[config.mk]
export PLATFORM = sky130hd
export DESIGN_NAME = tmds_decoder
export DESIGN_NICKNAME = d
export VERILOG_FILES = /design/src/rtl/tmds_pkg.sv /design/src/rtl/tmds_word_decode.sv /design/src/rtl/tmds_decoder.sv
export SDC_FILE = /design/constraint.sdc
export NUM_CORES = 1
export LEC_CHECK = 0
export BUFFER_PORTS_ARGS = -buffer_cell sky130_fd_sc_hd__buf_2
export CORE_AREA = 2 2 79 81
export DETAILED_ROUTE_END_ITERATION = 6
export DIE_AREA = 0 0 81 83
export HOLD_SLACK_MARGIN = 0.03
export MAX_ROUTING_LAYER = met4
export SLEW_MARGIN = 0
export SYNTH_ARGS = -nofsm -noshare
export SYNTH_HDL_FRONTEND = slang
export SYNTH_SLANG_ARGS = --single-unit
[constraint.sdc]
create_clock -name clk -period 3.3 [get_ports clk]
set_clock_uncertainty 0.1 [all_clocks]
set_input_delay 0.825 -clock clk [delete_from_list [all_inputs] [get_ports clk]]
set_output_delay 0.825 -clock clk [all_outputs]
set_load 0.02 [all_outputs]
[src/rtl/tmds_pkg.sv]
// Shared TMDS definitions: control-token code words and the decoder alignment FSM states.
package tmds_pkg;

   localparam logic [9:0] TokCtl0 = 10'h354;
   localparam logic [9:0] TokCtl1 = 10'h0AB;
   localparam logic [9:0] TokCtl2 = 10'h154;
   localparam logic [9:0] TokCtl3 = 10'h2AB;

   typedef enum logic [1:0] {
      StSearch,
      StVerify,
      StLocked
   } tmds_state_e;

endpackage

[src/rtl/tmds_word_decode.sv]
// Combinational TMDS 10b word decode: control-token match plus 8b video data recovery.
module tmds_word_decode
   import tmds_pkg::*;
(
   input  logic [9:0] word,
   output logic [7:0] vd,
   output logic [1:0] cd,
   output logic       is_token
);

   logic [7:0] q;

   always_comb begin
      q        = word[9] ? ~word[7:0] : word[7:0];
      vd       = 8'h00;
      cd       = 2'b00;
      is_token = 1'b1;
      unique case (word)
         TokCtl0: cd = 2'b00;
         TokCtl1: cd = 2'b01;
         TokCtl2: cd = 2'b10;
         TokCtl3: cd = 2'b11;
         default: begin
            is_token = 1'b0;
            vd[0]    = q[0];
            // word[8] selects XOR vs XNOR transition coding
            for (int i = 1; i < 8; i++) begin
               vd[i] = word[8] ? (q[i] ^ q[i-1]) : ~(q[i] ^ q[i-1]);
            end
         end
      endcase
   end

endmodule

[src/rtl/tmds_decoder.sv]
// TMDS channel decoder: serial-to-word alignment on control tokens, lock tracking with a
// data-word watchdog, and registered per-word outputs.
module tmds_decoder
   import tmds_pkg::*;
#(
   parameter int unsigned LOCK_COUNT = 8,
   parameter int unsigned WDOG_WORDS = 1024
) (
   input  logic       clk,
   input  logic       rst_n,
   input  logic       sdata,
   output logic [7:0] vd,
   output logic [1:0] cd,
   output logic       vde,
   output logic       word_valid,
   output logic       locked,
   output logic       sync_err
);

   localparam int unsigned LockW = $clog2(LOCK_COUNT + 1);
   localparam int unsigned WdogW = $clog2(WDOG_WORDS + 1);

   tmds_state_e      state_q, state_d;
   logic [9:0]       win_q;
   logic [3:0]       phase_q, phase_d;
   logic [LockW-1:0] lock_q, lock_d, lock_next;
   logic [WdogW-1:0] wdog_q, wdog_d, wdog_next;
   logic [7:0]       dec_vd;
   logic [1:0]       dec_cd;
   logic             dec_tok;
   logic             boundary, lock_full, wdog_full;
   logic             emit, drop;

   tmds_word_decode u_word_decode (
      .word     (win_q),
      .vd       (dec_vd),
      .cd       (dec_cd),
      .is_token (dec_tok)
   );

   // Window is aligned to a full word in the cycle the phase counter is about to wrap
   assign boundary  = (phase_q == 4'd9);
   assign lock_next = lock_q + LockW'(1);
   assign wdog_next = wdog_q + WdogW'(1);
   assign lock_full = (lock_next == LockW'(LOCK_COUNT));
   assign wdog_full = (wdog_next == WdogW'(WDOG_WORDS));

   always_ff @(posedge clk or negedge rst_n) begin
      if (!rst_n) begin
         state_q <= StSearch;
      end else begin
         state_q <= state_d;
      end
   end

   always_comb begin
      state_d = state_q;
      unique case (state_q)
         StSearch: if (dec_tok) state_d = StVerify;
         StVerify: begin
            if (boundary) begin
               if (!dec_tok)       state_d = StSearch;
               else if (lock_full) state_d = StLocked;
            end
         end
         StLocked: if (boundary && !dec_tok && wdog_full) state_d = StSearch;
         default:  state_d = StSearch;
      endcase
   end

   always_comb begin
      locked = (state_q == StLocked);
      drop   = locked && boundary && !dec_tok && wdog_full;
      emit   = locked && boundary && !drop;
   end

   always_comb begin
      phase_d = boundary ? 4'd0 : phase_q + 4'd1;
      lock_d  = lock_q;
      wdog_d  = wdog_q;
      if (state_q == StSearch && dec_tok) begin
         phase_d = 4'd0;
         lock_d  = LockW'(1);
      end else if (state_q == StVerify && boundary && dec_tok) begin
         lock_d = lock_next;
      end
      if (state_q != StLocked) begin
         wdog_d = '0;
      end else if (boundary) begin
         wdog_d = dec_tok ? '0 : wdog_next;
      end
   end

   always_ff @(posedge clk or negedge rst_n) begin
      if (!rst_n) begin
         win_q      <= '0;
         phase_q    <= '0;
         lock_q     <= '0;
         wdog_q     <= '0;
         vd         <= '0;
         cd         <= '0;
         vde        <= 1'b0;
         word_valid <= 1'b0;
         sync_err   <= 1'b0;
      end else begin
         win_q      <= {sdata, win_q[9:1]};
         phase_q    <= phase_d;
         lock_q     <= lock_d;
         wdog_q     <= wdog_d;
         word_valid <= emit;
         sync_err   <= drop;
         if (emit) begin
            vd  <= dec_vd;
            cd  <= dec_cd;
            vde <= ~dec_tok;
         end
      end
   end

endmodule

Word-level counts from Yosys, hierarchy flattened
Index checks and enable logic that the tools add are counted.
- bits in writable memories: 0
- register bits: 44
- output and inout bits: 14
- word-level logic and storage cells: 83
- latch bits: 0
- memory bits (read-only): 0
- input bits: 3
- memories: 0
- equality and inequality tests: 14
- muxes and demuxes: 24
- bitwise gates (word level): 16
- shifts and indexed selects: 0
- order comparisons: 0
- multiply operators: 0
- add/subtract/negate cells: 3
- divide/modulo/power cells: 0
- reductions and logical operators: 16
- operators by type and width (kind ; number):
    11-bit two-way mux ; 3
    10-bit equality test, second input constant ; 2
    4-bit two-way mux ; 4
    8-bit two-way mux ; 2
    2-bit case mux with 3 select lines ; 2
    11-bit by 1-bit adder with 11-bit output, second input constant ; 1
    11-bit equality test, second input constant ; 1
    10-bit by 8-bit equality test with 1-bit output, second input constant ; 1
    10-bit by 9-bit equality test with 1-bit output, second input constant ; 1
    2-bit two-way mux ; 5
    1-bit logical AND ; 9
    4-bit by 1-bit adder with 4-bit output, second input constant ; 2
    4-bit equality test, second input constant ; 2
    1-bit two-way mux ; 8
    1-bit NOT ; 8
    8-bit NOT ; 1
    1-bit XOR ; 7
    2-bit inequality test, second input constant ; 3
    4-bit AND reduction ; 1
    2-bit nonzero test ; 2
    4-bit OR reduction ; 1
    3-bit inequality test, second input constant ; 1
    2-bit by 1-bit equality test with 1-bit output, second input constant ; 1
    2-bit equality test, second input constant ; 1
    other kinds (3) ; 4

Logic depth before layout (Yosys ltp)
Gate-level depths: netlist (run 1).
- word-level depth: 8
- gate-level depth with buffers: 9
- mapped depth without buffers: 8

Cells and area by module
From an unflattened synthesis (run 1), not the netlist that was laid out.
- cells, all modules: 224
- area, all modules: 2378.5 µm²
- by module, submodules not included (module ; times used ; area each (µm²) ; cells an instance ; sequential area each (µm²)):
    tmds_decoder ; 1 ; 1986.9 ; 180 ; 1101.1
    tmds_word_decode ; 1 ; 391.6 ; 44 ; 0.0

Worst setup path after synthesis (run 1)
Ideal clock, no wire load.
- path kind: register to register
- start: register win_q[0]
- end: register cd[0]
- slack: 0.658 ns
- arrival: 2.417 ns
- period minus slack after synthesis: 2.642 ns
- path buffers: 1
- stages on the path, launching flop included: 10
- path through: dfrtp_1 inv_1 ha_1 and4b_2 and3_1 or4_4 nor4b_4 nand2b_4 buf_12 mux2_4
- cells in the longest elaborated chain, start to end: 8
- elaborated cells between the ends (all ways): 12
- those cells by class: eq/ne (4); mux (2); reduce/logical (6)
- RTL lines (item ; line ; source):
    start: declaration ; tmds_decoder.sv:24 ; logic [9:0] win_q;
    start signal: assignment ; tmds_decoder.sv:106 ; win_q <= {sdata, win_q[9:1]};
    10-bit equality test, or another cell as far along ; tmds_word_decode.sv:18 ; unique case (word)
    4-bit OR reduction (no source line) ; -- ;
    1-bit two-way mux ; tmds_word_decode.sv:18 ;
    1-bit zero test ; tmds_decoder.sv:73 ; drop = locked && boundary && !dec_tok && wdog_full;
    1-bit logical AND (2 in series) ; tmds_decoder.sv:73 ;
    1-bit zero test ; tmds_decoder.sv:74 ; emit = locked && boundary && !drop;
    1-bit logical AND ; tmds_decoder.sv:74 ;
    end signal: assignment ; tmds_decoder.sv:101 ; cd <= '0;
    end signal: assignment ; tmds_decoder.sv:114 ; cd <= dec_cd;
    end: declaration ; tmds_decoder.sv:13 ; output logic [1:0] cd,
Several ways; a longest one is shown, not always the timed one.
A chain may end at the register's enable or synchronous reset.

Worst setup path after layout (run 1)
- start: register win_q[4]
- end: register vd[7]
- cells in the longest elaborated chain, start to end: 8
- elaborated cells between the ends (all ways): 12
- those cells by class: eq/ne (4); mux (2); reduce/logical (6)
- RTL lines (item ; line ; source):
    10-bit equality test, or another cell as far along ; tmds_word_decode.sv:18 ;
    4-bit OR reduction (no source line) * ; -- ;
    1-bit two-way mux ; tmds_word_decode.sv:18 ;
    1-bit zero test ; tmds_decoder.sv:73 ;
    1-bit logical AND (2 in series) ; tmds_decoder.sv:73 ;
    1-bit zero test ; tmds_decoder.sv:74 ;
    1-bit logical AND ; tmds_decoder.sv:74 ;
    end signal: assignment ; tmds_decoder.sv:113 ; vd <= dec_vd;
    end: declaration ; tmds_decoder.sv:12 ; output logic [7:0] vd,
Every way passes the cells marked *; elsewhere a longest branch is shown, timed or not.

==> reports/qor.txt, run 1 <==
hold endpoint -> win_q[3]
drt initial violations -> 83
Tot Pwr -> 1196 uW
compound-cell area share of the yosys netlist -> 0.1313
Finished Core Util -> 0.4391
main combinational cell family by area after synthesis -> simple AND/OR/NAND/NOR gates
Resize count post-CTS -> 0
sequential share of power -> 0.515
Initial Util -> 0.3950
Crit. End Element -> register
Hold-fix buffers, CTS -> 0
CP Launch Type -> register
clock power share -> 0.358
nets in the synthesized netlist -> 224
Net Sw Power -> 324.0 uW
pre-CTS setup slack -> 0.5125 ns
die height -> 83 um
Crit Path Class -> reg2reg
Routed Antenna Nets -> 0
required time of the critical path -> 3.39 ns
Mapped Avg Cell Area -> 10.89 um^2
hold path depth -> 0
post-layout worst setup margin -> 0.4997 ns
internal power -> 872.2 uW
initial antenna violation count -> 0
setup slack, reg-to-reg -> 0.50 ns
post-synth cell types -> 47
Setup violations, final -> 0
Slew Viols, Final -> 0
Switching Fraction -> 0.2708
clk slew on worst S/H paths -> 0.09 ns
MaxCap Viol Count -> 0
Data arrival, critical path -> 2.89 ns
clock root cell -> clkbuf_8
largest net degree at the start of global routing -> 45
final hold vios -> 0
Nets -> 244
Area Overhead vs Synth -> 11.17%
Yosys reg bits -> 44
reg-to-reg endpoint -> vd[7]
via count -> 1,623
CTS tree -> built
WL final -> 4.635 mm
Syn Inst Count -> 211
worst skew pair latency -> 0.30 ns
vias per cell -> 5.287
Post-Synth Adder-Cell Area -> 0.05447
fraction of synthesis flops using an asynchronous set or reset pin -> 1.000
final instance area -> 2554 um^2
Max Freq -> 357.1 MHz
Worst Hold Class -> reg2reg
layout cell share with drive strength beyond 1 -> 0.1940
Clock Path Buffers -> 2
Syn Std Cell Area -> 2297 um^2
Remaining DRCs -> 0
leak pwr -> 0.001250 uW
num ports -> 17
gpl congestion -> 0.7594
DR WL/cell -> 15.10 um
XOR/XNOR Fraction of Synth Area -> 0.07244
portion of netlist area occupied by mux cells -> 0.04902
drt pass-1 iters -> 5
fin crit share -> 0.8486
R2R depth -> 8
Setup Buffers After CTS -> 0
site row count -> 28
TNS Setup -> 0 ns
placed cell areas -> 2439 um^2
gr ovfl total -> 0
status -> finished, final reports clean
Logic pwr share -> 0.127
unrepaired setup endpoints after global routing -> no
sequential share of the synthesized area -> 0.4793
Critical Path Fanout Max -> 12
first-pass GRT wire length -> 7.955 mm
# clock sinks -> 44
GRT Total Usage -> 0.1569
H-tree levels -> 2
Max-Slew Margin vs Limit -> 0.3487
vias in the first global route -> 1,569
fin crit period -> 2.800 ns
CTS buffer count -> 5
area of the core -> 5816 um^2
Ys Warns -> 0
HP Start -> win_q[4]
Antenna Diode Count -> 0
hpwl dp -> 3.306 mm
die area -> 6723 um^2
most common flop cell mapped by yosys -> dfrtp_1
EDFF count, synth -> 0
Peak VDD IR -> 0.0002409 V
PD cells -> 468.4 nW/um^2
Port-buffer cells -> 16
simple-gate share of the synthesized area -> 0.1716
die width -> 81 um
worst-margin pin slew -> 0.9769 ns
worst r2r src -> win_q[4]
fill count -> 571
==> through the flow <==
stage / hold slack, ns / cells
3_3_place_gp: 0.2890 / 299
2_1_floorplan: 0.2745 / 211
4_1_cts: 0.3358 / 307
5_1_grt: 0.3473 / 307
3_5_place_dp: 0.3090 / 299
6_report: 0.3366 / 307
==> metal layers <==
metal | track usage | up-vias | part of all wire
met3 | 0.03804 | 7 | 0.029
met2 | 0.2239 | 26 | 0.47
met1 | 0.2185 | 796 | 0.49
met5 | - | - | 0
met4 | 0.05239 | 0 | 0.017
li1 | - | 794 | -
==> worst max-delay path by stage <==
stage             start    end  slack [ns]  depth (start not counted)
4_1_cts        win_q[4]  vd[7]        0.49                          8
2_1_floorplan  win_q[0]  cd[0]        0.66                          9
3_3_place_gp   win_q[0]  cd[1]        0.57                          8
5_1_grt        win_q[4]  vd[7]        0.39                          8
6_report       win_q[4]  vd[7]        0.50                          8
3_5_place_dp   win_q[0]  cd[1]        0.51                          8
==> power by group through the flow <==
stage	registers [uW]	clock network, uW	logic [uW]
finish	616	429	152
global route	623	466	177
CTS	616	439	155
detailed placement	626	0	156
global placement	624	0	150
floorplan	616	0	118
==> registers in the layout (all words and copies together), names as in the netlist <==
signal / flops
wdog_q: 11
sync_err: 1
state_q: 2
vde: 1
cd: 2
lock_q: 4
vd: 8
win_q: 10
word_valid: 1
phase_q: 4
==> critical path, stage by stage (launching register included) <==
cell      delay (ns)
dfrtp_1         0.39
inv_1           0.08
ha_1            0.19
and4bb_1        0.22
and3_4          0.20
or4_4           0.52
nor4b_4         0.32
nand2b_4        0.30
mux2_2          0.36
==> placed cells by master (no fill, tap or decap), drive strengths merged, types with 5 or more instances in the layout <==
| cell type | Yosys | routed |
|---|---|---|
| nor2 | 19 | 19 |
| a21oi | 7 | 7 |
| a22o | 5 | 5 |
| nand2 | 11 | 11 |
| clkbuf | 2 | 5 |
| o21ai | 14 | 14 |
| mux2 | 8 | 8 |
| nand3 | 10 | 10 |
| dfrtp | 44 | 44 |
| buf | 4 | 19 |
| inv | 11 | 12 |
| ha | 10 | 10 |
| xnor2 | 14 | 14 |
| and3 | 6 | 6 |
| xor2 | 5 | 5 |
| o31ai | 6 | 6 |
==> cell usage after synthesis, types with 2 or more instances <==
master,instances,area [um^2]
a32o_1,2,20.02
xor2_1,5,43.79
nand2b_1,2,12.51
clkbuf_1,2,7.510
xnor2_1,14,122.6
a21oi_1,7,35.03
nand4_1,4,25.02
inv_1,11,41.29
nor2b_1,2,12.51
buf_6,2,22.52
nand3_1,10,50.05
and4_1,3,26.28
nand2_1,11,41.29
mux2_4,6,90.09
nor2_1,19,71.32
and3_1,5,31.28
o22ai_1,2,12.51
a22o_2,2,20.02
mux2_2,2,22.52
o21ai_0,14,70.07
dfrtp_1,44,1101
o31ai_1,6,45.04
ha_1,10,125.1
a22o_1,3,26.28
==> area by class of cell <==
cell class | instances | area [um^2] | share of cell area
clock buffers | 5 | 68.82 | 0.02695
multi-input cells | 150 | 1100 | 0.4307
well taps | 75 | 93.84 | 0.03675
flip-flops and latches | 44 | 1101 | 0.4312
inverters | 11 | 41.29 | 0.01617
repair buffers | 19 | 102.6 | 0.04018
clock inverters | 3 | 46.29 | 0.01813
==> cell families (layout without fill, tap and decap cells) <==
kind of cell	count (synthesis)	in the layout
mux	8	8
flops	44	44
buf+inv	17	38
compound gates	45	45
xor+xnor	19	19
simple gates	68	68
fa+ha+maj	10	10
Note: power is estimated with default switching activity, not from simulation.
==> run 2: changes to the inputs <==
--- a/config.mk
+++ b/config.mk
@@ -5,10 +5,11 @@
 export SDC_FILE = /design/constraint.sdc
 export NUM_CORES = 1
 export LEC_CHECK = 0
+export ABC_AREA = 1
 export BUFFER_PORTS_ARGS = -buffer_cell sky130_fd_sc_hd__buf_2
-export CORE_AREA = 2 2 79 81
+export CORE_AREA = 2 2 78 80
 export DETAILED_ROUTE_END_ITERATION = 6
-export DIE_AREA = 0 0 81 83
+export DIE_AREA = 0 0 80 82
 export HOLD_SLACK_MARGIN = 0.03
 export MAX_ROUTING_LAYER = met4
 export SLEW_MARGIN = 0
==> constraint.sdc (replaced) <==
create_clock -name clk -period 2.5 [get_ports clk]
set_clock_uncertainty 0.1 [all_clocks]
set_input_delay 0.625 -clock clk [delete_from_list [all_inputs] [get_ports clk]]
set_output_delay 0.625 -clock clk [all_outputs]
set_load 0.02 [all_outputs]
==> run 2 against run 1 <==
Compared with the run above: via count up 1.4%; routed wire length down 13%; area after synthesis down 4.0%; critical endpoint is now locked.
==> reports/qor.txt, run 2 <==
status -> finished, final reports clean
CTS buffer count -> 5
unrepaired setup endpoints after global routing -> no
Initial Util -> 0.3837
PD cells -> 629.2 nW/um^2
WL final -> 4.028 mm
die height -> 82 um
TNS Setup -> 0 ns
Port-buffer cells -> 16
number of flip-flops in the largest register -> 11
storage element area -> 1101 um^2
worst-margin pin slew -> 0.5444 ns
commonest cells after routing, fill and taps aside -> nand2_1, dfrtp_1, inv_1
final instance area -> 2486 um^2
area of the core -> 5746 um^2
Critical Path Fanout Max -> 10
final hold vios -> 0
hpwl dp -> 3.033 mm
CTS tree -> built
fraction of synthesis flops using an asynchronous set or reset pin -> 1.000
most flop-heavy register -> wdog_q
most common cell after layout, fill and taps aside -> nand2_1
post-layout worst setup margin -> 0.4154 ns
via count -> 1,646
most frequent cell after synthesis -> nand2_1
leak pwr -> 0.001278 uW
GRT Total Usage -> 0.1404
gr ovfl total -> 0
area of the multi-input gates -> 933.4 um^2
Setup Buffers After CTS -> 0
drt pass-1 iters -> 5
Routed Antenna Nets -> 0
Regs by FF count -> wdog_q x11, win_q x10, vd x8
Crit. End Element -> output port
num ports -> 17
drt initial violations -> 122
fin crit period -> 2.085 ns
Syn Inst Count -> 256
Worst Hold Class -> in2async
clock root cell -> clkbuf_8
area leader, netlist -> dfrtp_1
Post-synth top cells -> nand2_1, dfrtp_1, inv_1
Mapped Avg Cell Area -> 8.612 um^2
required time of the critical path -> 1.77 ns
Nets -> 290
Max-Slew Margin vs Limit -> 0.6371
vias per cell -> 4.663
R2R depth -> 10
Syn Std Cell Area -> 2205 um^2
gpl congestion -> 0.8493
initial antenna violation count -> 0
Crit-path slowest cell -> dfrtp_1
fin crit share -> 0.8338
largest net degree at the start of global routing -> 24
# clock sinks -> 44
layout cell share with drive strength beyond 1 -> 0.1259
die area -> 6560 um^2
EDFF count, synth -> 0
Hold-fix buffers, CTS -> 0
pre-CTS setup slack -> 0.4410 ns
placed cell areas -> 2371 um^2
post-synth cell types -> 26
Ys Warns -> 0
largest stage delay on the critical path -> 0.44 ns
Peak VDD IR -> 0.0004276 V
Setup violations, final -> 0
DR WL/cell -> 11.41 um
Area Overhead vs Synth -> 12.77%
Antenna Diode Count -> 0
dominant cells by area after synthesis -> dfrtp_1, nand2_1, inv_1
Resize count post-CTS -> 0
Slew Viols, Final -> 0
vias in the first global route -> 1,585
CP Launch Type -> register
post-synth top area share -> 0.4994
worst skew pair latency -> 0.30 ns
fill count -> 564
Remaining DRCs -> 0
Clock Path Buffers -> 2
nets in the synthesized netlist -> 269
Crit Path Class -> reg2out
most common flop cell mapped by yosys -> dfrtp_1
Yosys reg bits -> 44
first-pass GRT wire length -> 6.969 mm
MaxCap Viol Count -> 0
clk slew on worst S/H paths -> 0.08 ns
Tot Pwr -> 1564 uW
Data arrival, critical path -> 1.36 ns
worst-path cell chain -> nor2_2, buf_2
sequential share of the synthesized area -> 0.4994
Finished Core Util -> 0.4327
die width -> 80 um
H-tree levels -> 2
Max Freq -> 479.7 MHz
site row count -> 28
run 2: changes by cell type after synthesis, sizes merged, moves of 4 or more:
cell   before  now
a21oi       7    1
and3        6    0
inv        11   36
mux2        8    0
nand2      11   70
nand3      10   25
o31ai       6    1
xnor2      14    6
xor2        5    9
run 2: per-layer routing:
layer,share of wire,vias up,global-route usage,wire length (um)
met2,0.45,21,0.2250,1819
met4,0.010,0,0.03559,42
met1,0.51,768,0.1785,2067
li1,-,853,-,-
met5,0,-,-,0
met3,0.025,4,0.03626,99
run 2: through the flow:
| step | hold slack [ns] | cells |
|---|---|---|
| final | 0.2046 | 353 |
| after global routing | 0.2373 | 353 |
| after CTS | 0.2228 | 353 |
| after detailed placement | 0.3327 | 345 |
| after global placement | 0.3238 | 345 |
| after floorplan | 0.2294 | 256 |
run 2: cell type report:
cell class	count	share of cell area
well taps	75	0.03775
multi-input cells	172	0.3754
inverters	36	0.05435
flip-flops and latches	44	0.4429
clock buffers	5	0.02768
clock inverters	3	0.01862
repair buffers	18	0.04328
run 2: final timing paths:
kind	from	end	slack, ns
worst max-delay path	state_q[0]	locked	0.42
min in group clk	sdata	win_q[9]	0.33
worst min register to register	win_q[1]	win_q[0]	0.35
worst max register to register	wdog_q[1]	vd[5]	0.42
max in group asynchronous	rst_n	wdog_q[5]	1.59
worst min-delay path	rst_n	win_q[2]	0.20
run 2: power breakdown:
| group | leakage [uW] | internal (uW) | switching (uW) |
|---|---|---|---|
| logic | 0.000643 | 82.4 | 119 |
| clock network | 0.0000548 | 301 | 254 |
| registers | 0.000580 | 759 | 48.8 |
run 2: worst max-delay path, delay by kind of cell, from the launching register on:
kind / cells / cell delay [ns]
buffers and inverters: 1 / 0.25
flip-flops: 1 / 0.44
AND/OR/NAND/NOR: 1 / 0.38
run 2: cells by family after synthesis:
group	after synthesis	synth area share
compound gates	22	0.05902
xor+xnor	15	0.05959
fa+ha+maj	10	0.05675
buf+inv	40	0.07718
flops	44	0.4994
mux	1	0.004540
simple gates	124	0.2435
